## config.mk

```make
export PLATFORM = sky130hd
export DESIGN_NAME = game_timer_ctrl
export DESIGN_NICKNAME = d
export VERILOG_FILES = /design/src/rtl/game_pkg.sv /design/src/rtl/bcd_counter3.sv /design/src/rtl/game_timer_ctrl.sv
export SDC_FILE = /design/constraint.sdc
export NUM_CORES = 1
export LEC_CHECK = 0
export ABC_AREA = 1
export ABC_CLOCK_PERIOD_IN_PS = 3100
export CAP_MARGIN = 20
export CORE_MARGIN = 4
export CORE_UTILIZATION = 45
export CTS_CLUSTER_DIAMETER = 60
export DETAILED_ROUTE_END_ITERATION = 6
export PLACE_DENSITY_LB_ADDON = 0.05
export SLEW_MARGIN = 20
export SYNTH_ARGS = -nofsm -noshare
export SYNTH_HDL_FRONTEND = slang
export SYNTH_HIERARCHICAL = 1
export SYNTH_SLANG_ARGS = --single-unit
export TNS_END_PERCENT = 10
```

## constraint.sdc

```tcl
create_clock -name CLOCK_50 -period 3.1 [get_ports CLOCK_50]
set_input_delay 0.31 -clock CLOCK_50 [delete_from_list [all_inputs] [get_ports CLOCK_50]]
set_output_delay 0.31 -clock CLOCK_50 [all_outputs]
set_load 0.005 [all_outputs]
```

## src/rtl/game_pkg.sv

```systemverilog
// Shared encodings and widths for the game timer: phase states and BCD score geometry.
package game_pkg;

  typedef enum logic [1:0] {
    IDLE = 2'd0,
    RUN  = 2'd1,
    HIT  = 2'd2,
    OVER = 2'd3
  } state_t;

  localparam int DIGIT_W = 4;
  localparam int SCORE_W = 12;
  localparam logic [DIGIT_W-1:0] BCD_MAX = 4'd9;

endpackage

```

## src/rtl/bcd_counter3.sv

```systemverilog
// Three-digit BCD score counter with synchronous clear and increment enable.
// The count saturates at 999 instead of wrapping.
module bcd_counter3
  import game_pkg::*;
(
  input  logic               CLOCK_50,
  input  logic               resetn,
  input  logic               clr,
  input  logic               inc,
  output logic [DIGIT_W-1:0] digit0,
  output logic [DIGIT_W-1:0] digit1,
  output logic [DIGIT_W-1:0] digit2
);

  logic [SCORE_W-1:0] score_q;

  function automatic logic [SCORE_W-1:0] bcd_sat_inc(input logic [SCORE_W-1:0] s);
    logic [DIGIT_W-1:0] d0, d1, d2;
    {d2, d1, d0} = s;
    if (d0 != BCD_MAX) begin
      d0 = d0 + DIGIT_W'(1);
    end else if (d1 != BCD_MAX) begin
      d0 = '0;
      d1 = d1 + DIGIT_W'(1);
    end else if (d2 != BCD_MAX) begin
      d0 = '0;
      d1 = '0;
      d2 = d2 + DIGIT_W'(1);
    end
    return {d2, d1, d0};
  endfunction

  always_ff @(posedge CLOCK_50 or negedge resetn) begin
    if (!resetn) begin
      score_q <= '0;
    end else if (clr) begin
      score_q <= '0;
    end else if (inc) begin
      score_q <= bcd_sat_inc(score_q);
    end
  end

  assign {digit2, digit1, digit0} = score_q;

endmodule

```

## src/rtl/game_timer_ctrl.sv

```systemverilog
// Game-phase sequencer: divides CLOCK_50 into score ticks, runs IDLE/RUN/HIT/OVER,
// blinks the display while HIT and latches the best score on entering OVER.
module game_timer_ctrl
  import game_pkg::*;
#(
  parameter int TICK_DIV    = 50_000_000,
  parameter int BLINK_TICKS = 3
) (
  input  logic               CLOCK_50,
  input  logic               resetn,
  input  logic               start,
  input  logic               collided,
  input  logic               clear_req,
  output logic               run,
  output logic               tick,
  output logic [1:0]         state,
  output logic [DIGIT_W-1:0] digit0,
  output logic [DIGIT_W-1:0] digit1,
  output logic [DIGIT_W-1:0] digit2,
  output logic [SCORE_W-1:0] best,
  output logic               blank
);

  localparam int DIV_W = $clog2(TICK_DIV);
  localparam int BLK_W = $clog2(BLINK_TICKS + 1);
  localparam logic [DIV_W-1:0] DIV_LAST = DIV_W'(TICK_DIV - 1);
  localparam logic [BLK_W-1:0] BLK_LAST = BLK_W'(BLINK_TICKS - 1);

  state_t             state_q;
  logic [DIV_W-1:0]   div_q;
  logic [BLK_W-1:0]   blink_q;
  logic               wrap;
  logic               score_clr;
  logic               score_inc;
  logic [SCORE_W-1:0] score;

  assign wrap      = (div_q == DIV_LAST);
  assign score_clr = clear_req | (start & ((state_q == IDLE) | (state_q == OVER)));
  // A collision on the wrap edge wins over the increment.
  assign score_inc = ~clear_req & (state_q == RUN) & ~collided & wrap;

  bcd_counter3 u_score (
    .CLOCK_50 (CLOCK_50),
    .resetn   (resetn),
    .clr      (score_clr),
    .inc      (score_inc),
    .digit0   (digit0),
    .digit1   (digit1),
    .digit2   (digit2)
  );

  assign score = {digit2, digit1, digit0};

  always_ff @(posedge CLOCK_50 or negedge resetn) begin
    if (!resetn) begin
      state_q <= IDLE;
      div_q   <= '0;
      blink_q <= '0;
      tick    <= 1'b0;
      blank   <= 1'b0;
      best    <= '0;
    end else begin
      tick <= 1'b0;
      if (clear_req) begin
        state_q <= IDLE;
        div_q   <= '0;
        blank   <= 1'b0;
      end else begin
        case (state_q)
          IDLE: begin
            div_q <= '0;
            if (start) state_q <= RUN;
          end
          RUN: begin
            if (collided) begin
              state_q <= HIT;
              div_q   <= '0;
              blink_q <= '0;
              blank   <= 1'b1;
            end else if (wrap) begin
              div_q <= '0;
              tick  <= 1'b1;
            end else begin
              div_q <= div_q + DIV_W'(1);
            end
          end
          HIT: begin
            if (wrap) begin
              div_q   <= '0;
              blank   <= ~blank;
              blink_q <= blink_q + BLK_W'(1);
              if (blink_q == BLK_LAST) begin
                state_q <= OVER;
                blank   <= 1'b0;
                // Packed BCD orders the same as the decimal value.
                if (score > best) best <= score;
              end
            end else begin
              div_q <= div_q + DIV_W'(1);
            end
          end
          OVER: begin
            div_q <= '0;
            if (start) state_q <= RUN;
          end
          default: state_q <= IDLE;
        endcase
      end
    end
  end

  assign state = state_q;
  assign run   = (state_q == RUN);

endmodule

```

* Word-level counts from Yosys, hierarchy flattened
Index checks and enable logic that the tools add are counted.
** Operators by class
- $add $sub $neg :: 5
- Bitwise operators :: 9
- Div/mod/pow operators :: 0
- Multipliers :: 0
- Equality and inequality tests :: 16
- Reductions and logical operators :: 15
- Mux-type cells :: 32
- Magnitude comparators :: 1
- Shift-type cells :: 0
** Operators by type and width (number)
- 2-to-1 mux 26 bit :: 3
- one-hot mux 26 bit (3 select lines) :: 1
- 2-to-1 mux 4 bit :: 8
- adder 26 x 1 -> 26 bit, second input constant :: 1
- equality test 26 bit, second input constant :: 1
- 2-to-1 mux 12 bit :: 2
- 2-to-1 mux 2 bit :: 7
- adder 4 x 1 -> 4 bit, second input constant :: 3
- > comparator 12 bit :: 1
- != test 4 bit, second input constant :: 3
- AND reduction 4 bit :: 3
- != test 3 bit, second input constant :: 3
- 2-to-1 mux 1 bit :: 8
- != test 2 bit, second input constant :: 4
- equality test 2 bit, second input constant :: 3
- one-hot mux 2 bit (3 select lines) :: 1
- AND reduction 3 bit :: 2
- nonzero test 2 bit :: 3
- nonzero test 3 bit :: 2
- AND reduction 5 bit :: 1
- AND 1 bit :: 4
- one-hot mux 2 bit (2 select lines) :: 1
- nonzero test 4 bit :: 1
- != test 3 x 1 -> 1 bit, second input constant :: 1
- 8 further kinds :: 11
** Storage, ports and cells
- Output and inout port bits :: 29
- Bits in writable memories :: 0
- Memory bits (read-only) :: 0
- Bits in registers :: 56
- Memories :: 0
- Logic and storage cells :: 87
- Bits in latches :: 0

* Depth between registers and ports, before layout
- Depth after elaboration :: 6
- Mapped depth :: 14
- Mapped depth without buffers :: 14

* Modules after synthesis
Netlist, hierarchy kept.
** By module, submodules not included
- game_timer_ctrl :: area an instance 2708.8 um^2, cells an instance 368, instances 1
- bcd_counter3 :: area an instance 850.8 um^2, cells an instance 114, instances 1

* Worst setup path after synthesis
OpenSTA, ideal clock, no wires.
- Path kind :: register to register
- Start :: reg state_q[0], in the netlist state[0]
- End :: reg u_score.score_q[10]
- Arrival :: 1.688 ns
- Buffers on the path :: 0
- Path slack :: 1.295 ns
- Cell stages (with the launch flop) :: 12
- Library setup time :: 0.117 ns
- Path through :: dfrtp_1 > inv_1 > ha_1 > nor2_1 > a21oi_1 > inv_4 > nand2_4 > nand2_4 > inv_2 > nand2_2 > nand2_1 > nand2_1
** Between the ends
- Word-level cells in the longest chain between the ends :: 6
- Elaborated cells between the ends (all ways) :: 15
- Those cells by class :: eq/ne: 4; mux: 1; bitwise: 6; reduce/logical: 4
** RTL lines
- start: declaration :: line game_timer_ctrl.sv:29 : state_t state_q;
- start signal: assignment :: line game_timer_ctrl.sv:56 : state_q <= IDLE;
- start signal: assignment :: line game_timer_ctrl.sv:65 : state_q <= IDLE;
- start signal: assignment :: line game_timer_ctrl.sv:72 : if (start) state_q <= RUN;
- equality test 2 bit or logical NOT 2 bit (tied branches) :: line game_timer_ctrl.sv:38 : assign score_clr = clear_req | (start & ((state_q == IDLE) | (state_q == OVER)));
- bitwise OR 1 bit * :: line game_timer_ctrl.sv:38
- AND 1 bit * :: line game_timer_ctrl.sv:38
- bitwise OR 1 bit * :: line game_timer_ctrl.sv:38
- named net score_clr :: line game_timer_ctrl.sv:33 : logic score_clr;
- != test 2 bit (no line) or nonzero test 2 bit (tied branches)
- AND reduction 4 bit (no line)
- end signal: assignment :: line bcd_counter3.sv:39 : score_q <= bcd_sat_inc(score_q);
- end: declaration :: line bcd_counter3.sv:15 : logic [SCORE_W-1:0] score_q;
The timed path passes the listed nets; every way through them passes the cells marked *.
A chain may end at the register's enable or synchronous reset.

* Final worst setup path
- Start :: reg u_score.score_q[1]
- End :: reg best[5]
** Between the ends
- Word-level cells in the longest chain between the ends :: 2
** RTL lines
- > comparator 12 bit :: line game_timer_ctrl.sv:96 : if (score > best) best <= score;
- AND reduction 5 bit (no line)
- end signal: assignment :: line game_timer_ctrl.sv:96
- end: declaration :: line game_timer_ctrl.sv:20 : output logic [SCORE_W-1:0] best,
Every way passes these cells.

==> flow_metrics.py <==
metrics = {
    "synth": {
        "synth.cells.most_frequent": "nand2_1 (138), nor2_1 (69), inv_1 (59), dfrtp_1 (56), nand3_1 (37)",
        "ys_ff_latch": 56,
        "yosysMostFrequentCell": "nand2_1",
        "post-synth-top-area-cell": "dfrtp_1",
        "syn_avg_cell_area_sq_um": 7.39,
        "synth-edff-count": 0,
        "syn_area_sq_um": 3560,
        "synth_top_area_share_pct": 39.4,
        "ys.flop_type": "dfrtp_1",
        "yosysWarnings": 6,
        "syn_nets": 509,
        "yosysSeqAreaShare_pct": 39.4,
        "synthArstFlopShare_pct": 100,
        "yosys-top-cells-area": "dfrtp_1 (39%), nand2_1 (15%), ha_1 (7.7%)",
        "synthCells": 482,
        "synth.distinct_cells": 29,
    },
    "detailed_routing": {
        "drt_wl_total_mm": 8.19,
        "drcViolationCount": 0,
        "drt_first_iter_violations": 126,
        "drt_first_pass_iters": 5,
        "final_antenna_net_count": 0,
        "viasPerCell": 4.97,
        "wl_per_cell_um": 13.2,
        "vias": 3089,
    },
    "cts": {
        "cts.sinks": 56,
        "htree_levels": 2,
        "ctsHoldBuffers": 0,
        "post-cts-setup-buffers": 0,
        "cts_root_buf": "clkbuf_8",
        "clk_pin_slew_worst_paths_ns": 0.11,
        "clk_latency_ns": 0.31,
        "cts_tree": "built",
        "post_cts_resize_count": 0,
        "cts_max_path_buffers": 2,
        "numCtsBuffers": 5,
    },
    "setup_path": {
        "reg2reg_slack_ns": 0.85,
        "critical_path_class": "flop to flop",
        "arrival_ns": 2.45,
        "start_kind": "flop",
        "cp.required_ns": 3.30,
        "critical_path.max_fanout": 13,
        "end_kind": "flop",
    },
    "floorplan": {
        "die_y_um": 96.9,
        "core_area_sq_um": 7730,
        "die_w_um": 96.9,
        "design.die.area_sq_um": 9400,
        "start_util_pct": 46.1,
        "rows": 32,
        "pin_count": 34,
    },
    "placed_design": {
        "placed_cell_area_sq_um": 3990,
        "portBuffers": 33,
        "finalWeightedCongestion": 0.882,
        "hpwl_mm": 6.15,
    },
    "finish": {
        "fillCellCount": 749,
        "seqCellArea_sq_um": 1400,
        "layout-drive-gt1-share_pct": 9.23,
        "postLayoutCellArea_sq_um": 4080,
        "area_delta_synth_final_pct": 14.6,
        "multiInputGateArea_sq_um": 1880,
        "num-nets-final": 546,
        "num_antenna_cells": 0,
    },
    "global_route": {
        "globalRouteOverflowTotal": 0,
        "grt_pass1_vias": 2964,
        "antenna_found_initial": 0,
        "grt_pass1_wl_mm": 14.4,
        "grt_use_total_pct": 18.4,
        "grt_max_degree": 34,
    },
    "pwr": {
        "p_leak_nw": 1.83,
        "peakVddDrop_mv": 0.301,
        "power_density_nw_per_um2": 533,
    },
    "hold_path": {
        "hold_class": "input port to async pin",
    },
    "timing": {
        "grt_setup_unrepaired": "false",
        "slew_violations": 0,
        "holdWs_ns": 0.0658,
        "timing.fmax_mhz": 445,
        "finalCriticalPeriod_ns": 2.25,
        "worstMarginPinSlew_ns": 0.799,
        "skew_ns": 0.0115,
        "setup_viol": 0,
        "setup_tns_ns": 0,
        "fin_crit_sh_pct": 72.5,
        "hold_violations": 0,
        "slew_headroom_pct": 46.7,
    },
    "run_status": {
        "status": "finished, final reports clean",
    },
    "run": {
        "drv_cap": 0,
    },
}
logic make-up after synthesis:
family                   Yosys count  share of synthesized area [%]
adder cells (fa/ha/maj)           22                           7.73
XOR/XNOR                          10                           2.46
AND/OR/NAND/NOR                  301                           38.9
AO/OA/AOI/OAI                     24                           3.59
buffers and inverters             69                           7.91
flip-flops                        56                           39.4
final cells by class:
type	count	area share (%)
Clock buffer	6	2.03
Clock inverter	2	0.245
Inverter	65	6.04
Multi-Input combinational cell	357	46.0
Sequential cell	56	34.4
Tap cell	102	3.13
Timing Repair Buffer	34	8.16
power breakdown:
group / switching (mW) / internal, mW
Combinational: 0.507 / 0.322
Clock: 0.253 / 0.180
Sequential: 0.119 / 0.794
critical path, cell delays in order (launching register included):
cell and delay, ns:
dfrtp_1 0.49, ha_1 0.32, inv_1 0.05, nor2_1 0.09, nor2_1 0.04, o21ai_0 0.23, nand2_1 0.10, nand3_1 0.44
nand2_4 0.23, nand2_1 0.10, nand2_1 0.06
metal layers:
layer | track usage (%) | wire, um | up-vias
met5 | 0 | 0 | -
met3 | 3.17 | 353 | 4
li1 | - | - | 1594
met2 | 27.8 | 3660 | 61
met4 | 4.75 | 48 | 0
met1 | 27.2 | 4130 | 1430
state kept, by name (all words and copies together), names as in the netlist:
register         flops
tick                 1
blank                1
div_q               26
state                2
u_score/score_q     12
blink_q              2
best                12
per-stage QoR:
| stage | power [mW] | util [%] | cells | setup slack [ns] |
|---|---|---|---|---|
| after floorplan | 1.46 | - | 482 | 1.29 |
| after global placement | 1.74 | 51.6 | 614 | 0.828 |
| after detailed placement | 1.75 | 51.6 | 614 | 0.782 |
| after CTS | 2.19 | 52.8 | 622 | 0.924 |
| after global routing | 2.35 | 52.8 | 622 | 0.737 |
| final | 2.17 | 52.8 | 622 | 0.853 |
cells in the final DEF (no fill, tap or decap), drive strengths merged:
master         count
inv               65
clkbuf             6
buf                2
dfrtp             56
nor2              79
clkinv             2
o21ai              7
nand2            153
xor2               7
clkdlybuf4s50     32
nand3             41
o21a               1
ha                22
nor3              13
nor3b              3
a21oi             13
or2                1
o31ai              1
nand4             11
xnor2              3
a31oi              2
worst paths after layout:
kind	endpoint	cells after the start	startpoint
max	best[5]$_DFFE_PN0P_	10	u_score/score_q[1]$_DFFE_PN0P_
min reg2reg	blink_q[0]$_DFFE_PN0P_	2	blink_q[0]$_DFFE_PN0P_
min in group CLOCK_50	blink_q[0]$_DFFE_PN0P_	2	blink_q[0]$_DFFE_PN0P_
max in group asynchronous	u_score/score_q[7]$_DFFE_PN0P_	2	resetn
min	div_q[12]$_DFF_PN0_	1	resetn
max reg2reg	best[5]$_DFFE_PN0P_	10	u_score/score_q[1]$_DFFE_PN0P_
Power figures use the tool's default switching activity.
